`config.mk`:
```
export PLATFORM = sky130hd
export DESIGN_NAME = regfile_wr_arbiter_flat
export DESIGN_NICKNAME = d
export VERILOG_FILES = /design/src/rtl/regfile_wr_arbiter_if.sv /design/src/rtl/regfile_wr_arbiter.sv /design/src/flat_wrapper.sv
export SDC_FILE = /design/constraint.sdc
export NUM_CORES = 1
export LEC_CHECK = 0
export CELL_PAD_IN_SITES_DETAIL_PLACEMENT = 0
export CELL_PAD_IN_SITES_GLOBAL_PLACEMENT = 2
export CORE_AREA = 2 2 96 70
export DETAILED_ROUTE_END_ITERATION = 16
export DIE_AREA = 0 0 98 72
export GPL_TIMING_DRIVEN = 0
export PLACE_DENSITY = 0.82
export SLEW_MARGIN = 25
export SYNTH_ARGS = -nofsm -noshare
export SYNTH_HDL_FRONTEND = slang
export SYNTH_SLANG_ARGS = --single-unit
```
`constraint.sdc`:
```
create_clock -name clk -period 2 [get_ports clk]
set_clock_uncertainty 0.15 [all_clocks]
set_input_delay 0.4 -clock clk [delete_from_list [all_inputs] [get_ports clk]]
set_output_delay 0.4 -clock clk [all_outputs]
set_load 0.05 [all_outputs]
```
`src/rtl/regfile_wr_arbiter_if.sv`:
```
// Writeback request bus shared by the NREQ requesters of regfile_wr_arbiter.
// master = requester side, slave = arbiter side.
interface regfile_wr_arbiter_if #(
    parameter int n    = 16,
    parameter int r    = 3,
    parameter int NREQ = 2
);
    logic [NREQ-1:0]   req_valid;
    logic [NREQ-1:0]   req_ready;
    logic [NREQ-1:0]   req_lock;
    logic [NREQ*r-1:0] req_addr;
    logic [NREQ*n-1:0] req_data;

    modport master (
        output req_valid, req_addr, req_data, req_lock,
        input  req_ready
    );

    modport slave (
        input  req_valid, req_addr, req_data, req_lock,
        output req_ready
    );
endinterface

```
`src/rtl/regfile_wr_arbiter.sv`:
```
// Round-robin arbiter for the register file write port with a one-cycle output stage
// and read-after-write hazard flags. Optional burst lock: define RF_ARB_LOCK_EN.
module regfile_wr_arbiter #(
    parameter int n    = 16,
    parameter int r    = 3,
    parameter int NREQ = 2
) (
    input  logic                     clk,
    input  logic                     reset,
    input  logic                     hold,
    regfile_wr_arbiter_if.slave      req,
    output logic                     we3,
    output logic [r-1:0]             wa3,
    output logic [n-1:0]             wd3,
    output logic [$clog2(NREQ)-1:0]  wr_id,
    input  logic [r-1:0]             ra1,
    input  logic [r-1:0]             ra2,
    output logic                     hazard1,
    output logic                     hazard2
);
    localparam int IDW = $clog2(NREQ);
    localparam logic [IDW-1:0] LAST_ID = IDW'(NREQ - 1);

    logic [IDW-1:0] ptr;
    logic [IDW-1:0] gnt_id;
    logic [IDW-1:0] cand;
    logic           found;
    logic           locked;
    logic [r-1:0]   sel_addr;
    logic [n-1:0]   sel_data;
    logic           we3_q;
    int unsigned    idx;

`ifdef RF_ARB_LOCK_EN
    logic           last_vld;
    logic [IDW-1:0] last_id;
`else
    logic           unused_lock;
    assign unused_lock = ^req.req_lock;
`endif

    always_comb begin
        gnt_id        = '0;
        cand          = '0;
        idx           = 0;
        found         = 1'b0;
        locked        = 1'b0;
        req.req_ready = '0;
        if (!reset && !hold) begin
`ifdef RF_ARB_LOCK_EN
            if (last_vld && req.req_lock[last_id] && req.req_valid[last_id]) begin
                found  = 1'b1;
                locked = 1'b1;
                gnt_id = last_id;
            end
`endif
            for (int unsigned k = 0; k < NREQ; k++) begin
                idx = ptr + k;
                if (idx >= NREQ) idx = idx - NREQ;
                cand = IDW'(idx);
                if (!found && req.req_valid[cand]) begin
                    found  = 1'b1;
                    gnt_id = cand;
                end
            end
            if (found) req.req_ready[gnt_id] = 1'b1;
        end
    end

    assign sel_addr = req.req_addr[gnt_id*r +: r];
    assign sel_data = req.req_data[gnt_id*n +: n];

    always_ff @(posedge clk) begin
        if (reset) begin
            we3_q <= 1'b0;
            wa3   <= '0;
            wd3   <= '0;
            wr_id <= '0;
            ptr   <= '0;
`ifdef RF_ARB_LOCK_EN
            last_vld <= 1'b0;
            last_id  <= '0;
`endif
        end else begin
            // Writes to register 0 are acknowledged but never reach the file.
            we3_q <= found && (sel_addr != '0);
            if (found) begin
                wa3   <= sel_addr;
                wd3   <= sel_data;
                wr_id <= gnt_id;
                if (!locked) ptr <= (gnt_id == LAST_ID) ? '0 : gnt_id + 1'b1;
            end
`ifdef RF_ARB_LOCK_EN
            last_vld <= found;
            last_id  <= gnt_id;
`endif
        end
    end

    // Reset masks the output stage immediately so an in-flight write never lands.
    assign we3     = we3_q && !reset;
    assign hazard1 = we3 && (ra1 == wa3) && (ra1 != '0);
    assign hazard2 = we3 && (ra2 == wa3) && (ra2 != '0);
endmodule

```
`src/flat_wrapper.sv`:
```
// flat-port wrapper written by rule: the top's interface ports become plain ports
module regfile_wr_arbiter_flat 
#(
    parameter int n    = 16,
    parameter int r    = 3,
    parameter int NREQ = 2
)
  (clk, reset, hold, we3, wa3, wd3, wr_id, ra1, ra2, hazard1, hazard2, req_req_valid, req_req_addr, req_req_data, req_req_lock, req_req_ready);
  regfile_wr_arbiter_if #(.n(n), .r(r), .NREQ(NREQ)) req_i ();
  input  logic clk;
  input  logic reset;
  input  logic hold;
  output logic we3;
  output logic [r-1:0] wa3;
  output logic [n-1:0] wd3;
  output logic [$clog2(NREQ)-1:0] wr_id;
  input  logic [r-1:0] ra1;
  input  logic [r-1:0] ra2;
  output logic hazard1;
  output logic hazard2;
  input wire logic [$bits(req_i.req_valid)-1:0] req_req_valid;
  input wire logic [$bits(req_i.req_addr)-1:0] req_req_addr;
  input wire logic [$bits(req_i.req_data)-1:0] req_req_data;
  input wire logic [$bits(req_i.req_lock)-1:0] req_req_lock;
  output wire logic [$bits(req_i.req_ready)-1:0] req_req_ready;
  assign req_i.req_valid = req_req_valid;
  assign req_i.req_addr = req_req_addr;
  assign req_i.req_data = req_req_data;
  assign req_i.req_lock = req_req_lock;
  assign req_req_ready = req_i.req_ready;
  regfile_wr_arbiter #(.n(n), .r(r), .NREQ(NREQ)) u_core (.clk(clk), .reset(reset), .hold(hold), .req(req_i), .we3(we3), .wa3(wa3), .wd3(wd3), .wr_id(wr_id), .ra1(ra1), .ra2(ra2), .hazard1(hazard1), .hazard2(hazard2));
endmodule
```
==> out/metrics.yaml <==
run_status:
  outcome: "complete, no violations"
route:
  wl_per_cell_um: 15.1
  first_iter_violations: 53
  route.detailed.drc: 0
  postRouteWirelength_um: 4140
  ant_nets: 0
  viasPerCell: 4.46
  drt_first_pass_iters: 4
  via_count: 1221
yosys:
  synthArstFlopShare_pct: 0
  synthDistinctLibCells: 27
  synth_cells: 118
  syn_area_sq_mm: 0.00114
  synth.area.top_cells: "dfxtp_1, a221o_1, nor3b_1"
  ys_seq_elements: 22
  yosysTopAreaCell: "dfxtp_1"
  yosys_warnings: 0
  yosysSeqAreaShare_pct: 38.8
  ys.flop_type: "dfxtp_1"
  synth_edf_count: 0
  synth_fp_nets: 169
  postSynthAreaPerCell_sq_um: 9.63
  yosysTopAreaCellShare_pct: 38.8
timing:
  hold_viol_final: 0
  setup_violations: 0
  rsz0062_at_grt: "false"
  finalMaxSlewViolations: 0
  maxSlewHeadroom_pct: 63.0
  fin_crit_sh_pct: 98.6
  tightest_slew_ns: 0.555
  max_freq_ghz: 0.507
  period_minus_slack_ns: 1.97
critical_path:
  arrival_ns: 1.42
  critPathCaptureType: "primary output"
  crit_slowest_cell: "clkdlybuf4s50_1"
  start_kind: "flop"
  worst-path-buf-inv: 1
  cp_max_fo: 2
  crit_required_ns: 1.45
  path_class: "reg2out"
  crit_chain: "clkdlybuf4s50_1"
  max_stage_delay_ns: 0.81
  path_delay_family: "buffers and inverters"
floorplanning:
  initial_core_util_pct: 18.6
  die_y_um: 72
  pin_count: 76
  core_sq_mm: 0.00610
  placementRows: 24
  die_w_um: 98
  dieArea_sq_mm: 0.00706
placed_design:
  place_area_sq_mm: 0.00201
  gp_congestion: 0.774
  port_buffers: 73
  dpl.hpwl_um: 3040
layout:
  nFillCells: 628
  postLayoutCoreUtil_pct: 34.3
  num_antenna_cells: 0
  design.final.nets: 249
  syn_to_final_growth_pct: 84.3
  final_common_cell: "clkdlybuf4s50_1"
  most-common-layout-cells: "clkdlybuf4s50_1, dfxtp_1, nor3b_1, a221o_1, dlygate4sd2_1"
  fin_area_sq_mm: 0.00209
  drive_gt1_share_pct: 18.9
power:
  powerDensity_mw_per_mm2: 586
  p_leak_nw: 0.829
  max-vdd-ir-drop_v: 0.000243
clock_network:
  ctsHoldBuffers: 0
  cts_buffers: 3
  clk_pin_slew_worst_paths_ns: 0.08
  numClockSinks: 22
  clockBufferDepth: 2
  cts_root_buf: "clkbuf_8"
  worstSkewPairLatency_ns: 0.26
  cts_htree_levels: 1
  tritoncts: "yes"
global_route:
  grt_pass1_wl_um: 6500
  antenna_found_initial: 0
  grt_remaining_overflow: 0
  grt_pass1_vias: 1211
  grt_max_degree: 16
  grt.total_usage_pct: 11.7
run:
  max_cap_violations: 0
min_path:
  hold_class: "reg2reg"
[worst reg2reg max path, delay by kind of cell, from the launching register on]
| family | cells | cell delay (ns) |
|---|---|---|
| simple gates | 2 | 0.39 |
| flops | 1 | 0.36 |
| buf+inv | 2 | 0.32 |
| compound gates | 1 | 0.32 |
[registers in the layout (all words and copies together), names as in the netlist]
register      cells
u_core.wa3        3
u_core.ptr        1
u_core.wd3       16
u_core.we3_q      1
u_core.wr_id      1
[repair_timing]
item                                    4_1_cts  5_1_grt
setup buffers                                 4        0
resized for setup                            49        5
pin swaps                                     3        0
endpoints found under the setup margin        9        5
cloned                                        0        0
[final timing paths]
| path | depth (start not counted) | slack, ns | from | to |
|---|---|---|---|---|
| max | 1 | 0.03 | u_core.wd3[1]$_SDFFE_PP0P_ | wd3[1] |
| min | 2 | 0.40 | u_core.wr_id$_SDFFE_PP0P_ | u_core.wr_id$_SDFFE_PP0P_ |
| max reg2reg | 5 | 0.34 | u_core.ptr$_SDFFE_PP0P_ | u_core.wd3[13]$_SDFFE_PP0P_ |
| min reg2reg | 2 | 0.40 | u_core.wr_id$_SDFFE_PP0P_ | u_core.wr_id$_SDFFE_PP0P_ |
[power breakdown]
| part | internal, mW | switching [mW] |
|---|---|---|
| combinational | 0.205 | 0.241 |
| sequential | 0.473 | 0.0213 |
| clock | 0.135 | 0.152 |
| total | 0.813 | 0.414 |
[kinds of logic after synthesis]
| group | synth area share [%] |
|---|---|
| compound gates | 26.2 |
| simple gates | 21.3 |
| flops | 38.8 |
| buf+inv | 9.80 |
| xor+xnor | 3.08 |
| mux | 0.881 |
[synthesized netlist by cell type (2+ instances only)]
cell type and number:
buf_6 7, nor2b_1 5, inv_1 4, o21ai_0 8, buf_2 2, nor4_1 2
nand3_1 6, xor2_1 4, a221o_1 13, a31oi_1 4, nor3b_1 13, nor3_1 3
and3_1 2, a21oi_1 9, dfxtp_1 22, a311oi_2 2, clkbuf_1 2
[per-stage QoR]
step / power (mW) / hold WS (ns) / worst slack [ns] / setup TNS, ns / cells
floorplan: 0.751 / 0.358 / 0.0187 / 0 / 118
global placement: 0.947 / 0.357 / -1.02 / -7.64 / 269
detailed placement: 0.949 / 0.371 / -1.07 / -8.48 / 269
CTS: 1.24 / 0.385 / 0.0216 / 0 / 274
global route: 1.28 / 0.403 / 0.00437 / 0 / 274
finish: 1.23 / 0.395 / 0.0288 / 0 / 274
[metal layers]
layer / wire length [um] / part of all wire, % / vias to the layer above / GRT usage (%)
met5: 0 / 0 / - / 0
met2: 1620 / 39 / 53 / 15.8
met3: 355 / 8.6 / 2 / 3.47
met4: 25 / 0.60 / 0 / 2.31
met1: 2140 / 52 / 562 / 18.2
li1: - / - / 604 / -
[layout make-up]
| cell class | instances | area, sq um | share of cell area, % |
|---|---|---|---|
| repair buffers | 77 | 769 | 36.8 |
| flip-flops and latches | 22 | 444 | 21.2 |
| clock buffers | 3 | 41.3 | 1.97 |
| multi-input cells | 81 | 644 | 30.8 |
| well taps | 78 | 97.6 | 4.66 |
| inverters | 4 | 15.0 | 0.717 |
| plain buffers | 9 | 81.3 | 3.89 |
Note: power is estimated with default switching activity, not from simulation.
